**config.mk**
```make
export PLATFORM = sky130hd
export DESIGN_NAME = mcp_bmp_ctrl
export DESIGN_NICKNAME = d
export VERILOG_FILES = /design/src/rtl/mcp_bmp_ctrl.sv
export SDC_FILE = /design/constraint.sdc
export NUM_CORES = 1
export LEC_CHECK = 0
export BUFFER_PORTS_ARGS = -buffer_cell sky130_fd_sc_hd__buf_2
export CAP_MARGIN = 40
export CORE_MARGIN = 2
export CORE_UTILIZATION = 37
export CTS_CLUSTER_DIAMETER = 80
export DETAILED_ROUTE_END_ITERATION = 8
export SLEW_MARGIN = 15
export SYNTH_ARGS = -nofsm -noshare
export SYNTH_HDL_FRONTEND = slang
export SYNTH_SLANG_ARGS = --single-unit
```
**constraint.sdc**
```tcl
create_clock -name CLK -period 2.32 [get_ports CLK]
set_clock_uncertainty 0.1 [all_clocks]
set_input_delay 0.116 -clock CLK [delete_from_list [all_inputs] [get_ports CLK]]
set_output_delay 0.116 -clock CLK [all_outputs]
set_load 0.02 [all_outputs]
```
**src/rtl/mcp_bmp_ctrl.sv**
```systemverilog
// mcp_bmp_ctrl: FX-BMP backup-memory controller on the Memory Card Port.
// Decodes the BMP window, runs one registered bus cycle per MCP strobe
// toward a req/ack save-RAM arbiter and serves the battery-status window.
// Also provides write protect, a dirty flag for save flushing and an ack timeout.
//
// Ports:
//   CLK, RESn              clock, asynchronous active-low reset
//   CFG_EN/SIZE/WP         BMP present, RAM size code, write protect
//   BAT_LOW                battery bad indication for the status window
//   MCP_A/DI/DO            MCP address A[26:1], write data, registered read data
//   MCP_CSn/RDn/WRn        MCP cart select and strobes
//   MCP_READYn             low = cycle complete, held until strobes release
//   RAM_A/DI/DO            masked RAM address, RAM write data, RAM read data
//   RAM_REQ/WE/ACK         request (held until ack or abort), direction, ack pulse
//   DIRTY, DIRTY_CLR       SRAM modified flag and its clear
//   TO_ERR                 sticky RAM access timeout flag
module mcp_bmp_ctrl #(
    parameter int unsigned RAM_AW  = 23,
    parameter int unsigned TIMEOUT = 255
) (
    input  logic              CLK,
    input  logic              RESn,
    input  logic              CFG_EN,
    input  logic [2:0]        CFG_SIZE,
    input  logic              CFG_WP,
    input  logic              BAT_LOW,
    input  logic [25:0]       MCP_A,
    input  logic [7:0]        MCP_DI,
    output logic [7:0]        MCP_DO,
    input  logic              MCP_CSn,
    input  logic              MCP_RDn,
    input  logic              MCP_WRn,
    output logic              MCP_READYn,
    output logic [RAM_AW-1:0] RAM_A,
    output logic [7:0]        RAM_DI,
    input  logic [7:0]        RAM_DO,
    output logic              RAM_REQ,
    output logic              RAM_WE,
    input  logic              RAM_ACK,
    output logic              DIRTY,
    input  logic              DIRTY_CLR,
    output logic              TO_ERR
);

    typedef enum logic [1:0] {
        IDLE,
        REQ_WAIT,
        DONE
    } state_t;

    localparam logic [15:0] TO_VAL = 16'(TIMEOUT);

    state_t            state;
    logic [15:0]       cnt;
    logic              start;
    logic              wr_req;
    logic              bmp_sel;
    logic              sram_sel;
    logic              bat_sel;
    logic              released;
    logic [RAM_AW-1:0] mask;

    // Address bits above the RAM window never reach the RAM side.
    logic unused;
    assign unused = ^MCP_A;

    // MCP_A[i] carries byte address bit A[i+1].
    always_comb begin
        start    = ~MCP_CSn & (~MCP_RDn | ~MCP_WRn);
        wr_req   = ~MCP_WRn;
        bmp_sel  = CFG_EN & ~MCP_A[25];
        sram_sel = bmp_sel & ~MCP_A[24];
        bat_sel  = bmp_sel & MCP_A[24];
        released = MCP_CSn | (MCP_RDn & MCP_WRn);
    end

    // 128KB always mapped; each size step opens one more bit, up to bit 22.
    always_comb begin
        mask = '0;
        for (int unsigned i = 0; i < RAM_AW; i++) begin
            mask[i] = (i < 17) || ((i <= 22) && ((i - 16) <= 32'(CFG_SIZE)));
        end
    end

    always_ff @(posedge CLK or negedge RESn) begin
        if (!RESn) begin
            state      <= IDLE;
            cnt        <= '0;
            MCP_DO     <= '1;
            MCP_READYn <= 1'b1;
            RAM_REQ    <= 1'b0;
            RAM_WE     <= 1'b0;
            RAM_A      <= '0;
            RAM_DI     <= '0;
            DIRTY      <= 1'b0;
            TO_ERR     <= 1'b0;
        end else begin
            // A write ack later in this block overrides the clear.
            if (DIRTY_CLR) DIRTY <= 1'b0;
            case (state)
                IDLE: begin
                    if (start) begin
                        if (sram_sel && !(wr_req && CFG_WP)) begin
                            RAM_REQ <= 1'b1;
                            RAM_WE  <= wr_req;
                            RAM_A   <= MCP_A[RAM_AW-1:0] & mask;
                            RAM_DI  <= MCP_DI;
                            cnt     <= '0;
                            state   <= REQ_WAIT;
                        end else begin
                            MCP_DO <= bat_sel ? {7'h7F, ~BAT_LOW} : 8'hFF;
                            state  <= DONE;
                        end
                    end
                end
                REQ_WAIT: begin
                    cnt <= cnt + 16'd1;
                    // An ack on the expiry cycle still completes normally.
                    if (RAM_ACK) begin
                        RAM_REQ    <= 1'b0;
                        MCP_READYn <= 1'b0;
                        state      <= DONE;
                        if (RAM_WE) DIRTY  <= 1'b1;
                        else        MCP_DO <= RAM_DO;
                    end else if (cnt + 16'd1 >= TO_VAL) begin
                        RAM_REQ    <= 1'b0;
                        MCP_READYn <= 1'b0;
                        MCP_DO     <= 8'hFF;
                        TO_ERR     <= 1'b1;
                        state      <= DONE;
                    end
                end
                DONE: begin
                    // Strobes already gone after a RAM access give a one-cycle READYn pulse.
                    if (released) begin
                        MCP_READYn <= 1'b1;
                        state      <= IDLE;
                    end else begin
                        MCP_READYn <= 1'b0;
                    end
                end
                default: state <= IDLE;
            endcase
        end
    end

endmodule

```
==> metrics.md <==
| Metric | Value |
|---|---|
| Run status | `finished clean` |
| FF-to-FF path depth | `7` |
| Final hold violation count | `0` |
| Syn avg cell area | `10.6 µm²` |
| Die Area | `0.00868 mm²` |
| GR Util All Layers | `18.3%` |
| Gpl congestion | `approximately 0.85` |
| CP Depth | `7` |
| Mux cell area share after synthesis | `10.4%` |
| Sequential fraction of the synthesis area | `53.1%` |
| Peak supply drop | `590 µV` |
| Total power | `around 0.0037 W` |
| Layout Area Growth over Synthesis | `50.6%` |
| Core area | `0.00773 mm²` |
| Total gr overflow | `0` |
| Commonest cells post-synth | `53 x dfrtp_1, 32 x o21ai_0, 25 x mux2_2, 24 x nand2_1, 24 x nor2_1` |
| Ant diodes | `0` |
| Worst Hold Class | `in -> reg` |
| Most common cell in the netlist | `dfrtp_1` |
| Final period util | `97.7%` |
| Clock sink count | `62` |
| Predominant post-synthesis flop cell | `dfrtp_1` |
| Worst Path Max Fanout | `4` |
| Worst Path Buf+Inv | `0` |
| Cell taking the most area after synthesis | `dfrtp_1` |
| Vias in the first global route | `2718` |
| Largest delay contributor family on the critical path | `simple AND/OR/NAND/NOR gates` |
| Starting Density | `38.1%` |
| Initial antenna violation count | `0` |
| WL/cell | `13.4 µm` |
| I/O pin count | `99` |
| Synth Warn # | `0` |
| Clock Root Buffer | `clkbuf_8` |
| Vias/cell | `4.83` |
| Tmin final | `2270 ps` |
| Share of layout cells above drive strength 1 | `between 40% and 50%` |
| Die width | `93.2 µm` |
| Setup TNS | `0 ps` |
| DRT iter0 DRCs | `130` |
| MaxCap Viol Count | `0` |
| # H-tree levels | `3` |
| Critical path launch point type | `flop` |
| DRT Pass-1 Iters | `4` |
| Slew Limit Fails | `0` |
| Drt total wl | `7.37 mm` |
| CP max stage cell | `or4b_1` |
| Final core utilization | `57.3%` |
| PortBufs | `97` |
| Post-Synth Simple-Gate Area | `13.6%` |
| Compound-Gate Fraction of Synth Area | `14.6%` |
| Final-report setup violation count | `0` |
| RSZ-0062 raised after global routing | `yes` |
| Setup CP Type | `reg -> reg` |
| Inserted Clock Buffers | `9` |
| Req. time, crit path | `2480 ps` |
| Final setup margin | `around 53 ps` |
| Critical path, cell by cell | `ha_4 > nand3_4 > or4b_1 > a32oi_2 > o221ai_2 > o31ai_4 > mux2_4` |
| Fill cells | `656` |
| Synth area leaders | `dfrtp_1 45%, mux2_2 9.6%, dfstp_2 8.0%, o21ai_0 5.4%, nand2_1 3.1%` |
| Yosys reg bits | `a little over 60` |
| Crit path DAT | `2430 ps` |
| Leak | `2.12 nW` |
| Row cnt | `32` |
| First-pass GRT wire length | `12.5 mm` |
| Syn Inst Count | `277` |
| CTS Buffer Depth | `2` |
| Setup bufs post-CTS | `0` |
| Nets | `500` |
| Synth top area share | `45.1%` |
| Pre-CTS setup slack | `-15.6 ps` |
| Asr flop ratio synth | `100%` |
| CTS tree | `yes` |
| Pwr per Cell Area | `842 mW/mm²` |
| CP Capture Type | `flop` |
| Synthesized-area fraction occupied by adder cells | `less than 1%` |
| Syn nets | `around 330` |
| Largest net degree at the start of global routing | `63` |
| Antenna Nets Post-Route | `0` |
| Main combinational cell family by area after synthesis | `compound AO/OA/AOI/OAI gates` |
| Xor/xnor share of the synthesized area | `2.08%` |
| DRC Markers | `0` |
| Die Span Y | `93.2 µm` |
| Via count | `2656` |
| Hold depth | `3` |
| Hpwl dp | `approximately 4.9 mm` |
| Normalized max-slew margin | `71.8%` |
| Skew-Pair Late Insertion Delay | `330 ps` |
| Worst-Margin Slew | `approximately 420 ps` |
| Clock-pin slew on the worst setup and hold paths | `about 70 ps` |
| Yosys cell types | `50` |
| Fmax | `between 400 and 500 MHz` |
| Worst stage delay on the critical path | `530 ps` |
| Number of flops mapped to enable cells by yosys | `0` |
| Synth Cell Area | `0.00294 mm²` |
## cell families (layout without fill, tap and decap cells)
group                    after synthesis  count (layout)
buffers and inverters                 29             200
XOR/XNOR                               7               7
adder cells (fa/ha/maj)                2               2
AO/OA/AOI/OAI                         68              68
AND/OR/NAND/NOR                       82              82
multiplexers                          27              27
flip-flops                            62              62
## cell type report
| cell class | count | area, µm² | area share (%) |
|---|---|---|---|
| clock inverters | 7 | 121 | 2.74 |
| clock buffers | 9 | 124 | 2.80 |
| inverters | 13 | 48.8 | 1.10 |
| well taps | 102 | 128 | 2.88 |
| repair buffers | 171 | 1170 | 26.5 |
| multi-input cells | 186 | 1270 | 28.7 |
| flip-flops and latches | 62 | 1560 | 35.3 |
## sequential cells by signal, summed over array words and instances, names as in the netlist
| name | flops |
|---|---|
| state | 2 |
| RAM_REQ | 1 |
| RAM_DI | 8 |
| TO_ERR | 1 |
| RAM_WE | 1 |
| DIRTY | 1 |
| MCP_READYn | 1 |
| RAM_A | 23 |
| MCP_DO | 8 |
| cnt | 16 |
## repair_timing
item	in CTS	in global routing
resized for setup	1	5
endpoints found under the setup margin	2	11
pin swaps	1	3
hold endpoints to repair	93	0
hold buffers	45	0
## worst reg2reg max path, delay by kind of cell (launching register included)
family                     cells  cell delay [ps]
adders and majority gates      1              170
and+or+nand+nor                2              600
muxes                          1              320
DFF                            1              410
AOI/OAI and AO/OA              3              590
## per-stage QoR
step | hold WS, ps | cells | cell area (µm²)
floorplan | -280 | 277 | 2960
global placement | 202 | 488 | 3670
detailed placement | 225 | 488 | 3670
CTS | 22.0 | 549 | 4380
global route | 60.2 | 550 | 4430
finish | 26.9 | 550 | 4430
## power breakdown
| group | switching (W) | total (W) | internal, W |
|---|---|---|---|
| clock network | 0.000451 | 0.00117 | 0.000719 |
| logic | 0.000570 | 0.00107 | 0.000504 |
| registers | 0.000174 | 0.00149 | 0.00131 |
| total | 0.00120 | 0.00373 | 0.00254 |
## cells in the final DEF (no fill, tap or decap), drive strengths merged, types with 2 or more instances in the layout
master,instances
clkinv,3
o31ai,4
and2,3
nor3,3
nor2,24
a211oi,2
inv,14
dfrtp,53
nand2,24
o211ai,2
o41ai,2
nand3,9
o21ai,32
bufinv,3
mux2,26
dfstp,9
nor4,3
a31oi,3
nand4,7
a21oi,12
buf,126
clkbuf,9
xor2,2
xnor2,5
dlygate4sd3,45
ha,2
nand2b,3
## layer usage
layer | GRT usage, % | wire length [µm]
met5 | 0 | 0
met4 | 5.39 | 82
met3 | 5.56 | 428
met2 | 30.4 | 3560
met1 | 23.0 | 3310
## path summary, 6_finish.rpt
check | endpoint | start | slack, ps
max | MCP_DO[0] | cnt[1] | 50
min | RAM_A[17] | CFG_SIZE[0] | 30
max reg2reg | MCP_DO[0] | cnt[1] | 50
min reg2reg | MCP_DO[7] | MCP_DO[7] | 360
max in group asynchronous | MCP_READYn | RESn | 1520
min in group asynchronous | cnt[2] | RESn | 260
Power figures use the tool's default switching activity.
